[config.mk]
export PLATFORM = sky130hd
export DESIGN_NAME = keypad_scanner
export DESIGN_NICKNAME = d
export VERILOG_FILES = /design/src/rtl/keypad_pkg.sv /design/src/rtl/keypad_col_enc.sv /design/src/rtl/keypad_scanner.sv
export SDC_FILE = /design/constraint.sdc
export NUM_CORES = 1
export LEC_CHECK = 0
export CORE_UTILIZATION = 44
export DETAILED_ROUTE_END_ITERATION = 10
export PLACE_DENSITY = 0.76
export SLEW_MARGIN = 25
export SYNTH_ARGS = -nofsm -noshare
export SYNTH_HDL_FRONTEND = slang
export SYNTH_SLANG_ARGS = --single-unit
[constraint.sdc]
create_clock -name clk -period 1.85 [get_ports clk]
set_input_delay 0.2775 -clock clk [delete_from_list [all_inputs] [get_ports clk]]
set_output_delay 0.2775 -clock clk [all_outputs]
set_load 0.01 [all_outputs]
[src/rtl/keypad_pkg.sv]
// Shared types and constants for the 4x4 keypad scanner.
// The optional val_out accumulator is enabled with the KEYPAD_ACCUM_EN macro.
package keypad_pkg;

    localparam int unsigned ROW_W = 4;
    localparam int unsigned COL_W = 4;
    localparam int unsigned CNT_W = 4;
    localparam int unsigned VAL_W = 16;

    typedef enum logic [1:0] {
        SCAN     = 2'd0,
        DEBOUNCE = 2'd1,
        HELD     = 2'd2,
        RELEASE  = 2'd3
    } kp_state_e;

    localparam logic [ROW_W-1:0] ROW0     = 4'b1110;
    localparam logic [ROW_W-1:0] ROW1     = 4'b1101;
    localparam logic [ROW_W-1:0] ROW2     = 4'b1011;
    localparam logic [ROW_W-1:0] ROW3     = 4'b0111;
    localparam logic [COL_W-1:0] COL_NONE = 4'b1111;

    // Active-low row drive pattern for a row index.
    function automatic logic [ROW_W-1:0] row_drive(input logic [1:0] idx);
        case (idx)
            2'd0:    return ROW0;
            2'd1:    return ROW1;
            2'd2:    return ROW2;
            default: return ROW3;
        endcase
    endfunction

endpackage

[src/rtl/keypad_col_enc.sv]
// Active-low 4-bit priority encoder: lowest-index low column wins.
module keypad_col_enc
    import keypad_pkg::*;
(
    input  logic [COL_W-1:0] col_in,
    output logic [1:0]       col_idx,
    output logic             any_low
);

    always_comb begin
        any_low = (col_in != COL_NONE);
        col_idx = 2'd0;
        if (!col_in[0]) begin
            col_idx = 2'd0;
        end else if (!col_in[1]) begin
            col_idx = 2'd1;
        end else if (!col_in[2]) begin
            col_idx = 2'd2;
        end else if (!col_in[3]) begin
            col_idx = 2'd3;
        end
    end

endmodule

[src/rtl/keypad_scanner.sv]
// 4x4 keypad row scanner with press/release debounce and key code output.
// Define KEYPAD_ACCUM_EN to build the four-digit hex accumulator on val_out.
module keypad_scanner
    import keypad_pkg::*;
#(
    parameter int unsigned DEBOUNCE_CNT = 4
) (
    input  logic             clk,
    input  logic             rst,
    input  logic             smpl,
    input  logic [COL_W-1:0] col_in,
    input  logic             clr,
    output logic [ROW_W-1:0] row_sel,
    output logic [3:0]       key_code,
    output logic             key_vld,
    output logic             key_held,
    output logic [VAL_W-1:0] val_out
);

    localparam logic [CNT_W-1:0] DB_LIMIT = CNT_W'(DEBOUNCE_CNT);

    kp_state_e        state;
    logic [1:0]       row_idx;
    logic [1:0]       col_lat;
    logic [CNT_W-1:0] cnt;
    logic [CNT_W-1:0] cnt_inc;
    logic [1:0]       col_idx;
    logic             any_low;

    keypad_col_enc u_col_enc (
        .col_in  (col_in),
        .col_idx (col_idx),
        .any_low (any_low)
    );

    assign cnt_inc = cnt + CNT_W'(1);

    // Scan/debounce FSM; everything except the key_vld pulse moves only on smpl.
    always_ff @(posedge clk or posedge rst) begin
        if (rst) begin
            state    <= SCAN;
            row_idx  <= 2'd0;
            row_sel  <= ROW0;
            col_lat  <= 2'd0;
            cnt      <= '0;
            key_code <= 4'd0;
            key_vld  <= 1'b0;
            key_held <= 1'b0;
        end else begin
            key_vld <= 1'b0;
            if (smpl) begin
                case (state)
                    SCAN: begin
                        if (any_low) begin
                            col_lat <= col_idx;
                            if (DB_LIMIT == CNT_W'(1)) begin
                                key_code <= {row_idx, col_idx};
                                key_vld  <= 1'b1;
                                key_held <= 1'b1;
                                cnt      <= '0;
                                state    <= HELD;
                            end else begin
                                cnt   <= CNT_W'(1);
                                state <= DEBOUNCE;
                            end
                        end else begin
                            row_idx <= row_idx + 2'd1;
                            row_sel <= row_drive(row_idx + 2'd1);
                        end
                    end
                    DEBOUNCE: begin
                        if (any_low && (col_idx == col_lat)) begin
                            if (cnt_inc == DB_LIMIT) begin
                                key_code <= {row_idx, col_lat};
                                key_vld  <= 1'b1;
                                key_held <= 1'b1;
                                cnt      <= '0;
                                state    <= HELD;
                            end else begin
                                cnt <= cnt_inc;
                            end
                        end else begin
                            cnt     <= '0;
                            row_idx <= row_idx + 2'd1;
                            row_sel <= row_drive(row_idx + 2'd1);
                            state   <= SCAN;
                        end
                    end
                    HELD: begin
                        // Extra keys while held are ignored; only all-high starts release.
                        if (col_in == COL_NONE) begin
                            if (DB_LIMIT == CNT_W'(1)) begin
                                key_held <= 1'b0;
                                cnt      <= '0;
                                row_idx  <= row_idx + 2'd1;
                                row_sel  <= row_drive(row_idx + 2'd1);
                                state    <= SCAN;
                            end else begin
                                cnt   <= CNT_W'(1);
                                state <= RELEASE;
                            end
                        end
                    end
                    RELEASE: begin
                        if (col_in == COL_NONE) begin
                            if (cnt_inc == DB_LIMIT) begin
                                key_held <= 1'b0;
                                cnt      <= '0;
                                row_idx  <= row_idx + 2'd1;
                                row_sel  <= row_drive(row_idx + 2'd1);
                                state    <= SCAN;
                            end else begin
                                cnt <= cnt_inc;
                            end
                        end else begin
                            cnt   <= '0;
                            state <= HELD;
                        end
                    end
                    default: begin
                        state <= SCAN;
                    end
                endcase
            end
        end
    end

`ifdef KEYPAD_ACCUM_EN
    // Shift each accepted key in as the new low digit; clr wins over a same-cycle key.
    always_ff @(posedge clk or posedge rst) begin
        if (rst) begin
            val_out <= '0;
        end else if (clr) begin
            val_out <= '0;
        end else if (key_vld) begin
            val_out <= {val_out[VAL_W-5:0], key_code};
        end
    end
`else
    logic unused_clr;
    assign unused_clr = clr;
    assign val_out    = '0;
`endif

endmodule

==> results_tabular.tex, run 1 <==
\begin{tabular}{lr}
\hline
Metric & Value \\
\hline
\multicolumn{2}{l}{\textbf{Outcome}} \\
\quad Status & completed \\
\multicolumn{2}{l}{\textbf{Layout}} \\
\quad Area Growth Syn to Fin & 35.16\% \\
\quad Post-layout net count & 210 \\
\quad Antenna cells & 0 \\
\quad Layout Utilization & 0.6254 \\
\quad Post-route cell area & about 0.0019 sq mm \\
\quad Fraction of layout cells with a size suffix above 1 & 0.3026 \\
\multicolumn{2}{l}{\textbf{Setup path}} \\
\quad Largest fanout of any net on the critical path & 5 \\
\quad Critical R2R Capture & key\_code[0]\$\_DFFE\_PP0P\_ \\
\quad CP cell instances & clkdlybuf4s50\_1 -> nand4b\_1 -> a21oi\_4 -> nor2\_4 -> nor4\_4 -> buf\_4 -> mux2\_4 \\
\quad Crit path capture type & register \\
\quad Crit path largest cell delay & 0.51 ns \\
\quad Crit path DAT & roughly 2.0 ns \\
\quad Worst setup SP type & input pin \\
\quad Critical Path RT & $\sim$2.1 ns \\
\quad Category of the critical setup timing path & input pin to register \\
\quad Reg2reg setup slack & 0.07 ns \\
\quad Launching point of the worst reg2reg path & col\_lat[1]\$\_DFFE\_PP0P\_ \\
\quad Number of cells on the worst reg-to-reg path & 6 \\
\quad Critical Path Slowest Stage Cell & sky130\_fd\_sc\_hd\_\_clkdlybuf4s50\_1 \\
\multicolumn{2}{l}{\textbf{Floorplanning}} \\
\quad I/O pin total & 34 \\
\quad Area of the die & $\sim$0.0034 sq mm \\
\quad Die extent in y & a little under 60 microns \\
\quad Effective utilization at floorplan & 0.4627 \\
\quad Cell row count & 20 \\
\quad Die Width & 58.66 microns \\
\quad Core Footprint & 0.003053 sq mm \\
\multicolumn{2}{l}{\textbf{Pwr}} \\
\quad Power density over the cells & approximately 750 mW/mm\^{}2 \\
\quad Static power due to leakage & 0.8501 nW \\
\quad Worst VDD drop & 382.5 uV \\
\multicolumn{2}{l}{\textbf{Timing}} \\
\quad Worst setup skew after layout & roughly 0.0074 ns \\
\quad Number of failing hold endpoints at the final stage & 0 \\
\quad Fmax & 557.2 MHz \\
\quad Worst slew pin tran & 0.5365 ns \\
\quad Worst hold slack & about 0.27 ns \\
\quad Post-layout min period & 1.795 ns \\
\quad Ratio of final minimum period to clock period & 0.9701 \\
\quad Number of slew-limit violations in the final report & 0 \\
\quad Worst relative slew slack & 0.6385 \\
\quad Setup repair after global routing missed its margin & yes \\
\quad Finish-stage setup viols & 0 \\
\quad Setup ws final & 0.05537 ns \\
\multicolumn{2}{l}{\textbf{Synthesis}} \\
\quad Mapped cell area & 0.001413 sq mm \\
\quad Synth area leader & sky130\_fd\_sc\_hd\_\_dfrtp\_1 \\
\quad Number of standard cells after synthesis & 153 \\
\quad Prevailing post-synth register cell & sky130\_fd\_sc\_hd\_\_dfrtp\_1 \\
\quad Number of enable flip-flop cells after synthesis & 0 \\
\quad Number of warnings reported in the yosys synthesis log & 0 \\
\quad Commonest cells in the synthesized netlist & 17 x sky130\_fd\_sc\_hd\_\_buf\_4, 17 x sky130\_fd\_sc\_hd\_\_dfrtp\_1, 14 x sky130\_fd\_sc\_hd\_\_nand2\_1 \\
\quad Synthesis-stage register bit count & 20 \\
\quad Sequential cell area fraction in the yosys report & 0.3570 \\
\quad Area contributors post-synth & sky130\_fd\_sc\_hd\_\_dfrtp\_1 30\%, sky130\_fd\_sc\_hd\_\_buf\_4 9.0\%, sky130\_fd\_sc\_hd\_\_dfstp\_2 5.6\% \\
\quad Async set-or-reset flop fraction in the synthesized netlist & 1.000 \\
\quad Synthesized area per cell & 9.233 sq um \\
\quad Number of unique standard cell types used by synthesis & 46 \\
\quad Portion of synthesized cell area occupied by the leading cell type & 0.3012 \\
\multicolumn{2}{l}{\textbf{Clock network}} \\
\quad Clock tree root buffer cell & sky130\_fd\_sc\_hd\_\_clkbuf\_4 \\
\quad Deepest level of the CTS H-tree & 1 \\
\quad Clock tree from TritonCTS & yes \\
\quad Number of CTS-inserted buffers & 3 \\
\quad Clock slew at the register clock pins of the worst setup and hold paths & 0.12 ns \\
\quad Number of clock sinks & 20 \\
\quad Clock latency of the later-clocked register in the worst-skew pair & 0.31 ns \\
\quad Bufs on Longest Clock Path & 2 \\
\multicolumn{2}{l}{\textbf{Placed design}} \\
\quad Final weighted congestion of routability-driven global placement & 0.9871 \\
\quad Number of port buffers & 16 \\
\quad Area of placed instances & 0.001752 sq mm \\
\quad Placement Setup Slack & -0.4131 ns \\
\quad Post-detailed-placement half-perimeter wirelength & 2597 microns \\
\multicolumn{2}{l}{\textbf{Detailed routing}} \\
\quad Average wire per standard cell & 14.40 microns \\
\quad Number of DRC markers after the initial detailed-route iteration & 36 \\
\quad Number of DRC violations after detailed routing & 0 \\
\quad Detailed-route wire length & 3442 microns \\
\quad Vias post-DR & 1317 \\
\quad 1st-pass router iterations & 4 \\
\quad Remaining antenna violation count & 0 \\
\quad Via density & 5.510 \\
\multicolumn{2}{l}{\textbf{Global route}} \\
\quad Global-route usage over all layers & 0.2188 \\
\quad Global-route wire length before repair & 5713 microns \\
\quad Via count of the first global-routing pass & approximately 1200 \\
\quad Pin count of the biggest net entering global routing & 14 \\
\quad Antenna violations before repair & 0 \\
\quad Total congestion overflow & 0 \\
\multicolumn{2}{l}{\textbf{Run}} \\
\quad Maximum Capacitance Violations & 0 \\
\multicolumn{2}{l}{\textbf{Min path}} \\
\quad Path type of the worst min-delay path & input pin to async pin \\
\hline
\end{tabular}
==> kinds of logic (layout without fill, tap and decap cells) <==
group,after synthesis,count (layout),synth area share
fa+ha+maj,6,6,0.05314
mux,4,4,0.04252
xor+xnor,3,3,0.01860
simple gates,48,48,0.1993
compound gates,39,39,0.1958
flops,20,20,0.3570
other cells,1,16,0.002655
buf+inv,32,59,0.1311
==> critical path, delay by kind of cell <==
kind	cells	cell delay, ns
buffers and inverters	2	0.70
and+or+nand+nor	3	0.49
muxes	1	0.30
AOI/OAI and AO/OA	1	0.24
==> layout by cell type (no fill, tap or decap), drive strengths merged, types with 4 or more instances in the layout <==
master	instances
a21oi	10
a2bb2oi	5
buf	27
clkbuf	4
clkdlybuf4s50	13
conb	16
dfrtp	17
ha	6
inv	12
mux2	4
nand2	15
nand4	5
nor3	4
o21ai	5
==> final cells by class <==
type / instances / area, sq um
clock buffers: 4 / 26.28
fillers: 239 / 1144
inverters: 12 / 45.04
multi-input cells: 116 / 915.9
flip-flops and latches: 20 / 504.2
well taps: 44 / 55.05
repair buffers: 43 / 362.8
==> repair_timing <==
| action | 4_1_cts | 5_1_grt |
|---|---|---|
| setup endpoints to repair | 7 | 11 |
| setup buffers | 1 | 1 |
| gates resized for setup | 10 | 14 |
| hold buffers | 0 | 0 |
| pin swaps | 3 | 8 |
==> layer usage <==
metal | share of wire | track usage | routed length, microns | vias to the layer above
li1 | - | - | - | 612
met1 | 0.45 | 0.2799 | 1541 | 643
met2 | 0.50 | 0.3826 | 1720 | 58
met3 | 0.044 | 0.02637 | 152 | 4
met4 | 0.0078 | 0.07483 | 27 | 0
met5 | 0 | 0 | 0 | -
==> state kept, by name (all words and copies together) (netlist names) <==
register,cells
state,2
key_code,4
row_sel,4
row_idx,2
col_lat,2
cnt,4
key_vld,1
key_held,1
==> through the flow <==
step	setup TNS, ns	instances	power (mW)
3_3_place_gp	-3.818	233	1.133
2_1_floorplan	-0.3873	168	0.9725
5_1_grt	-0.1402	239	1.529
4_1_cts	-0.01061	238	1.399
3_5_place_dp	-4.723	233	1.156
6_report	0	239	1.425
==> report_power, final <==
group | internal [mW] | total, mW | switching [mW]
clock network | 0.0842 | 0.229 | 0.145
registers | 0.520 | 0.633 | 0.113
logic | 0.263 | 0.563 | 0.300
==> how the worst max path moves through the flow <==
stage	depth (start not counted)	startpoint	end
3_3_place_gp	7	col_in[1]	key_code[1]$_DFFE_PP0P_
5_1_grt	6	col_lat[0]$_DFFE_PP0P_	key_code[1]$_DFFE_PP0P_
6_report	7	col_in[2]	key_code[0]$_DFFE_PP0P_
2_1_floorplan	6	cnt[1]$_DFFE_PP0P_	key_code[0]$_DFFE_PP0P_
3_5_place_dp	7	col_in[1]	key_code[1]$_DFFE_PP0P_
4_1_cts	7	cnt[0]$_DFFE_PP0P_	key_code[0]$_DFFE_PP0P_
No activity file was read; power rests on OpenSTA's default activity.
==> run 2, diff against run 1 <==
- GPL_TIMING_DRIVEN: unset -> 0
- MAX_ROUTING_LAYER: unset -> met4
==> results_tabular.tex, run 2 (same netlist as run 1, synthesis figures left out) <==
\begin{tabular}{lr}
\hline
Metric & Value \\
\hline
\multicolumn{2}{l}{\textbf{Outcome}} \\
\quad Status & completed \\
\multicolumn{2}{l}{\textbf{Clock network}} \\
\quad Number of CTS-inserted buffers & 3 \\
\quad Deepest level of the CTS H-tree & 1 \\
\quad Clock latency of the later-clocked register in the worst-skew pair & 0.30 ns \\
\quad CTS hold repair buffers & 0 \\
\quad Number of clock sinks & 20 \\
\quad Clock slew at the register clock pins of the worst setup and hold paths & 0.13 ns \\
\quad Bufs on Longest Clock Path & 2 \\
\quad Clock tree root buffer cell & sky130\_fd\_sc\_hd\_\_clkbuf\_4 \\
\quad Clock tree from TritonCTS & yes \\
\multicolumn{2}{l}{\textbf{Timing}} \\
\quad Setup repair after global routing missed its margin & yes \\
\quad Number of failing hold endpoints at the final stage & 0 \\
\quad Post-layout min period & 1.826 ns \\
\quad Fmax & between 500 and 600 MHz \\
\quad Finish-stage setup viols & 0 \\
\quad Ratio of final minimum period to clock period & 0.9868 \\
\quad Worst slew pin tran & 0.7526 ns \\
\quad Number of slew-limit violations in the final report & 0 \\
\quad Worst relative slew slack & 0.4977 \\
\quad Worst setup skew after layout & 0.001438 ns \\
\multicolumn{2}{l}{\textbf{Setup path}} \\
\quad Critical Path RT & 2.05 ns \\
\quad Crit path capture type & register \\
\quad Category of the critical setup timing path & register to register \\
\quad Crit path DAT & 2.03 ns \\
\quad Largest fanout of any net on the critical path & 5 \\
\quad Launching point of the worst reg2reg path & cnt[0]\$\_DFFE\_PP0P\_ \\
\quad Number of cells on the worst reg-to-reg path & 7 \\
\quad Critical R2R Capture & key\_code[2]\$\_DFFE\_PP0P\_ \\
\quad Reg2reg setup slack & 0.02 ns \\
\quad Worst setup SP type & register \\
\multicolumn{2}{l}{\textbf{Global route}} \\
\quad Pin count of the biggest net entering global routing & 21 \\
\quad Global-route wire length before repair & 5161 microns \\
\quad Via count of the first global-routing pass & 1186 \\
\quad Global-route usage over all layers & 0.2026 \\
\quad Total congestion overflow & 0 \\
\quad Antenna violations before repair & 0 \\
\multicolumn{2}{l}{\textbf{Placed design}} \\
\quad Post-detailed-placement half-perimeter wirelength & 2283 microns \\
\quad Number of port buffers & 15 \\
\quad Final weighted congestion of routability-driven global placement & 0.8914 \\
\multicolumn{2}{l}{\textbf{Layout}} \\
\quad Top Registers & cnt x4, key\_code x4, row\_sel x4 \\
\quad Commonest cells after routing, fill and taps aside & 19 x sky130\_fd\_sc\_hd\_\_buf\_4, 16 x sky130\_fd\_sc\_hd\_\_conb\_1, 14 x sky130\_fd\_sc\_hd\_\_dfrtp\_1 \\
\quad Antenna cells & 0 \\
\quad Post-layout net count & between 200 and 250 \\
\quad Fraction of layout cells with a size suffix above 1 & 0.2842 \\
\quad Leading cell type in the layout, fill and taps excluded & sky130\_fd\_sc\_hd\_\_buf\_4 \\
\quad Layout Utilization & 0.6156 \\
\quad Area Growth Syn to Fin & 33.04\% \\
\quad Final-layout fill cell count & 260 \\
\multicolumn{2}{l}{\textbf{Floorplanning}} \\
\quad Cell row count & 20 \\
\quad Core Footprint & 0.003053 sq mm \\
\quad Effective utilization at floorplan & 0.4627 \\
\quad Area of the die & roughly 0.0034 sq mm \\
\quad Die extent in y & $\sim$59 microns \\
\quad Die Width & roughly 60 microns \\
\quad I/O pin total & 34 \\
\multicolumn{2}{l}{\textbf{Run}} \\
\quad Maximum Capacitance Violations & 0 \\
\multicolumn{2}{l}{\textbf{Detailed routing}} \\
\quad Vias post-DR & 1291 \\
\quad Number of DRC markers after the initial detailed-route iteration & 50 \\
\quad 1st-pass router iterations & 4 \\
\quad Remaining antenna violation count & 0 \\
\quad Detailed-route wire length & 3214 microns \\
\quad Average wire per standard cell & about 14 microns \\
\quad Via density & approximately 5.5 \\
\quad Number of DRC violations after detailed routing & 0 \\
\multicolumn{2}{l}{\textbf{Pwr}} \\
\quad Static power due to leakage & 0.8526 nW \\
\quad Power density over the cells & 814.0 mW/mm\^{}2 \\
\quad Total power draw & 1.530 mW \\
\quad Worst VDD drop & 475.7 uV \\
\multicolumn{2}{l}{\textbf{Min path}} \\
\quad Path type of the worst min-delay path & input pin to async pin \\
\hline
\end{tabular}
==> run 2: changes by cell type in the layout (fill, tap and decap cells not counted), moves of 2 or more <==
cell / previous run / this run
sky130_fd_sc_hd__buf_6: 0 / 2
sky130_fd_sc_hd__dfrtp_1: 17 / 14
sky130_fd_sc_hd__dfrtp_2: 0 / 3
sky130_fd_sc_hd__clkdlybuf4s50_1: 13 / 11
sky130_fd_sc_hd__buf_4: 27 / 19
==> run 2: area by class of cell <==
class	count	area, sq um	area share
Clock buffer	3	22.52	0.01198
Tap cell	44	55.05	0.02929
Sequential cell	20	508.0	0.2703
Multi-Input combinational cell	116	893.4	0.4754
Timing Repair Buffer	18	178.9	0.09521
Buffer	20	146.4	0.07790
Clock inverter	1	30.03	0.01598
Inverter	12	45.04	0.02397
==> run 2: metrics by stage <==
stage	hold slack (ns)	instance area, sq um	setup WS (ns)	instances	setup TNS (ns)
final	0.3858	1879	0.02449	234	0
after global routing	0.4407	1879	-0.01872	234	-0.05813
after CTS	0.4017	1823	0.007003	234	0
after detailed placement	0.4934	1694	-0.5352	227	-5.596
after global placement	0.4940	1694	-0.5038	227	-5.075
after floorplan	0.2391	1489	-0.09683	168	-0.3873
==> run 2: where the power goes <==
| part | internal [mW] | switching, mW | leakage, nW |
|---|---|---|---|
| clock network | 0.219 | 0.149 | 0.0279 |
| logic | 0.251 | 0.301 | 0.577 |
| registers | 0.523 | 0.0862 | 0.248 |
| total | 0.993 | 0.537 | 0.853 |
==> run 2: repair_timing <==
item / CTS / global route
pin swaps: 3 / 1
endpoints found under the setup margin: 8 / 9
endpoints found under the hold margin: 0 / 0
setup buffers: 3 / 0
resized for setup: 15 / 14
==> run 2: worst max-delay path: stages, from the launching register on <==
cell and delay [ns]:
sky130_fd_sc_hd__dfrtp_2 0.47, sky130_fd_sc_hd__ha_4 0.20, sky130_fd_sc_hd__nor2b_4 0.13, sky130_fd_sc_hd__a211o_1 0.21, sky130_fd_sc_hd__nand3_4 0.10, sky130_fd_sc_hd__nor4_4 0.15, sky130_fd_sc_hd__buf_6 0.16, sky130_fd_sc_hd__mux2_4 0.30
==> run 2: how the worst max path moves through the flow <==
| stage | from | to | depth (start not counted) |
|---|---|---|---|
| final | cnt[0]$_DFFE_PP0P_ | key_code[2]$_DFFE_PP0P_ | 7 |
| after global routing | col_lat[0]$_DFFE_PP0P_ | key_code[2]$_DFFE_PP0P_ | 6 |
| after CTS | col_in[3] | row_sel[3]$_DFFE_PP1P_ | 7 |
| after detailed placement | col_in[0] | key_code[2]$_DFFE_PP0P_ | 6 |
| after global placement | col_in[1] | key_code[2]$_DFFE_PP0P_ | 6 |
| after floorplan | cnt[1]$_DFFE_PP0P_ | key_code[0]$_DFFE_PP0P_ | 6 |
==> run 2: routing by layer <==
layer,track usage,routed length (microns)
met1,0.2437,1395
met2,0.3300,1593
met3,0.02198,171
met4,0.1190,53
met5,-,0
==> run 3, diff against run 2 <==
- RECOVER_POWER: unset -> 50
==> results_tabular.tex, run 3 (same netlist as run 1, synthesis figures left out) <==
\begin{tabular}{lr}
\hline
Metric & Value \\
\hline
\multicolumn{2}{l}{\textbf{Global route}} \\
\quad Pin count of the biggest net entering global routing & 21 \\
\quad Via count of the first global-routing pass & 1186 \\
\quad Antenna violations before repair & 0 \\
\quad Global-route usage over all layers & 0.2026 \\
\quad Total congestion overflow & 0 \\
\quad Global-route wire length before repair & 5161 microns \\
\multicolumn{2}{l}{\textbf{Timing}} \\
\quad Post-layout min period & 1.819 ns \\
\quad Finish-stage setup viols & 0 \\
\quad Setup repair after global routing missed its margin & yes \\
\quad Worst hold slack & just over 0.4 ns \\
\quad Worst setup skew after layout & 0.003200 ns \\
\quad Ratio of final minimum period to clock period & 0.9834 \\
\quad Worst relative slew slack & 0.4953 \\
\quad Worst slew pin tran & between 0.7 and 0.8 ns \\
\quad Fmax & 549.7 MHz \\
\quad Number of slew-limit violations in the final report & 0 \\
\quad Number of failing hold endpoints at the final stage & 0 \\
\multicolumn{2}{l}{\textbf{Setup path}} \\
\quad Crit path DAT & 2.03 ns \\
\quad Worst setup SP type & register \\
\quad Largest fanout of any net on the critical path & 5 \\
\quad Crit path largest cell delay & between 0.4 and 0.5 ns \\
\quad Critical Path RT & slightly above 2 ns \\
\quad CP cell instances & ha\_4 -> nor2b\_4 -> a211o\_1 -> nand3\_4 -> nor4\_4 -> buf\_6 -> mux2\_4 \\
\quad Crit-path leading delay family & flip-flops \\
\quad Launching point of the worst reg2reg path & cnt[0]\$\_DFFE\_PP0P\_ \\
\quad Crit path capture type & register \\
\quad Number of cells on the worst reg-to-reg path & 7 \\
\quad Critical R2R Capture & key\_code[2]\$\_DFFE\_PP0P\_ \\
\quad Category of the critical setup timing path & register to register \\
\quad Critical Path Slowest Stage Cell & sky130\_fd\_sc\_hd\_\_dfrtp\_2 \\
\quad Sum of buffers and inverters on the critical path & 1 \\
\quad Reg2reg setup slack & 0.03 ns \\
\multicolumn{2}{l}{\textbf{Clock network}} \\
\quad CTS hold repair buffers & 0 \\
\quad Number of CTS-inserted buffers & 3 \\
\quad Clock tree root buffer cell & sky130\_fd\_sc\_hd\_\_clkbuf\_4 \\
\quad Clock tree from TritonCTS & yes \\
\quad Deepest level of the CTS H-tree & 1 \\
\quad Bufs on Longest Clock Path & 2 \\
\quad Clock latency of the later-clocked register in the worst-skew pair & 0.31 ns \\
\quad Number of clock sinks & 20 \\
\quad Clock slew at the register clock pins of the worst setup and hold paths & 0.13 ns \\
\multicolumn{2}{l}{\textbf{Detailed routing}} \\
\quad Average wire per standard cell & around 14 microns \\
\quad Remaining antenna violation count & 0 \\
\quad Via density & 5.474 \\
\quad Vias post-DR & 1281 \\
\quad 1st-pass router iterations & 4 \\
\quad Number of DRC violations after detailed routing & 0 \\
\quad Number of DRC markers after the initial detailed-route iteration & 51 \\
\quad Detailed-route wire length & 3212 microns \\
\multicolumn{2}{l}{\textbf{Layout}} \\
\quad Leading cell type in the layout, fill and taps excluded & sky130\_fd\_sc\_hd\_\_buf\_4 \\
\quad Fraction of layout cells with a size suffix above 1 & 0.2842 \\
\quad Post-layout net count & 205 \\
\quad Top Registers & cnt x4, key\_code x4, row\_sel x4 \\
\quad Commonest cells after routing, fill and taps aside & 19 x sky130\_fd\_sc\_hd\_\_buf\_4, 16 x sky130\_fd\_sc\_hd\_\_conb\_1, 14 x sky130\_fd\_sc\_hd\_\_dfrtp\_1 \\
\quad Area Growth Syn to Fin & 33.04\% \\
\quad Final-layout fill cell count & 260 \\
\quad Antenna cells & 0 \\
\multicolumn{2}{l}{\textbf{Floorplanning}} \\
\quad Effective utilization at floorplan & 0.4627 \\
\quad I/O pin total & 34 \\
\quad Area of the die & roughly 0.0034 sq mm \\
\quad Cell row count & 20 \\
\quad Die Width & 58.66 microns \\
\quad Die extent in y & 58.66 microns \\
\quad Core Footprint & 0.003053 sq mm \\
\multicolumn{2}{l}{\textbf{Pwr}} \\
\quad Power density over the cells & 814.1 mW/mm\^{}2 \\
\quad Static power due to leakage & around 0.85 nW \\
\quad Total power draw & roughly 1.5 mW \\
\quad Worst VDD drop & 479.0 uV \\
\multicolumn{2}{l}{\textbf{Run}} \\
\quad Maximum Capacitance Violations & 0 \\
\multicolumn{2}{l}{\textbf{Min path}} \\
\quad Endpoint with the worst hold slack & col\_lat[1]\$\_DFFE\_PP0P\_ \\
\quad Worst Min Path Start & col\_in[2] \\
\quad Path type of the worst min-delay path & input pin to register \\
\quad Number of cells on the worst hold path & 4 \\
\multicolumn{2}{l}{\textbf{Placed design}} \\
\quad Post-detailed-placement half-perimeter wirelength & 2283 microns \\
\quad Number of port buffers & 15 \\
\quad Final weighted congestion of routability-driven global placement & 0.8914 \\
\multicolumn{2}{l}{\textbf{Outcome}} \\
\quad Status & completed \\
\hline
\end{tabular}
[run 3: worst register-to-register path, delay by kind of cell (launching register included)]
family | cells | cell delay, ns
mux | 1 | 0.31
compound gates | 1 | 0.21
simple gates | 3 | 0.38
buf+inv | 1 | 0.16
flops | 1 | 0.47
fa+ha+maj | 1 | 0.20
[run 3: metal layers]
metal  track usage  vias to the layer above  routed length (microns)
met3       0.02198                        8                      204
li1              -                      601                        -
met1        0.2437                      607                     1365
met4        0.1190                        0                       61
met2        0.3300                       65                     1581
met5             -                        -                        0
[run 3: metrics by stage]
stage / setup TNS (ns) / cell area [sq um] / util / setup slack [ns] / std cells
after global placement: -5.075 / 1694 / 0.5549 / -0.5038 / 227
after global routing: -0.05813 / 1879 / 0.6156 / -0.01872 / 234
final: 0 / 1879 / 0.6156 / 0.03068 / 234
after CTS: 0 / 1823 / 0.5971 / 0.007003 / 234
after detailed placement: -5.596 / 1694 / 0.5549 / -0.5352 / 227
after floorplan: -0.3873 / 1489 / - / -0.09683 / 168
[run 3: how the worst max path moves through the flow]
stage	from	to	slack (ns)	cells after the start
finish	cnt[0]$_DFFE_PP0P_	key_code[2]$_DFFE_PP0P_	0.03	7
floorplan	cnt[1]$_DFFE_PP0P_	key_code[0]$_DFFE_PP0P_	-0.1	6
global route	col_lat[0]$_DFFE_PP0P_	key_code[2]$_DFFE_PP0P_	-0.02	6
CTS	col_in[3]	row_sel[3]$_DFFE_PP1P_	0.007	7
detailed placement	col_in[0]	key_code[2]$_DFFE_PP0P_	-0.54	6
global placement	col_in[1]	key_code[2]$_DFFE_PP0P_	-0.50	6
[run 3: layout make-up]
class	instances	area, sq um	area share
repair buffers	18	178.9	0.09521
clock buffers	3	22.52	0.01198
plain buffers	20	146.4	0.07790
well taps	44	55.05	0.02929
flip-flops and latches	20	508.0	0.2703
inverters	12	45.04	0.02397
multi-input cells	116	893.4	0.4754
clock inverters	1	30.03	0.01598
[run 3: what timing repair did]
item | CTS | global route
pin swaps | 3 | 1
resized for setup | 15 | 14
buffers inserted | 3 | 0
endpoints found under the setup margin | 8 | 9
[run 3: report_power, final]
group	internal [mW]	switching (mW)
clock	0.219	0.151
combinational	0.250	0.301
sequential	0.523	0.0862
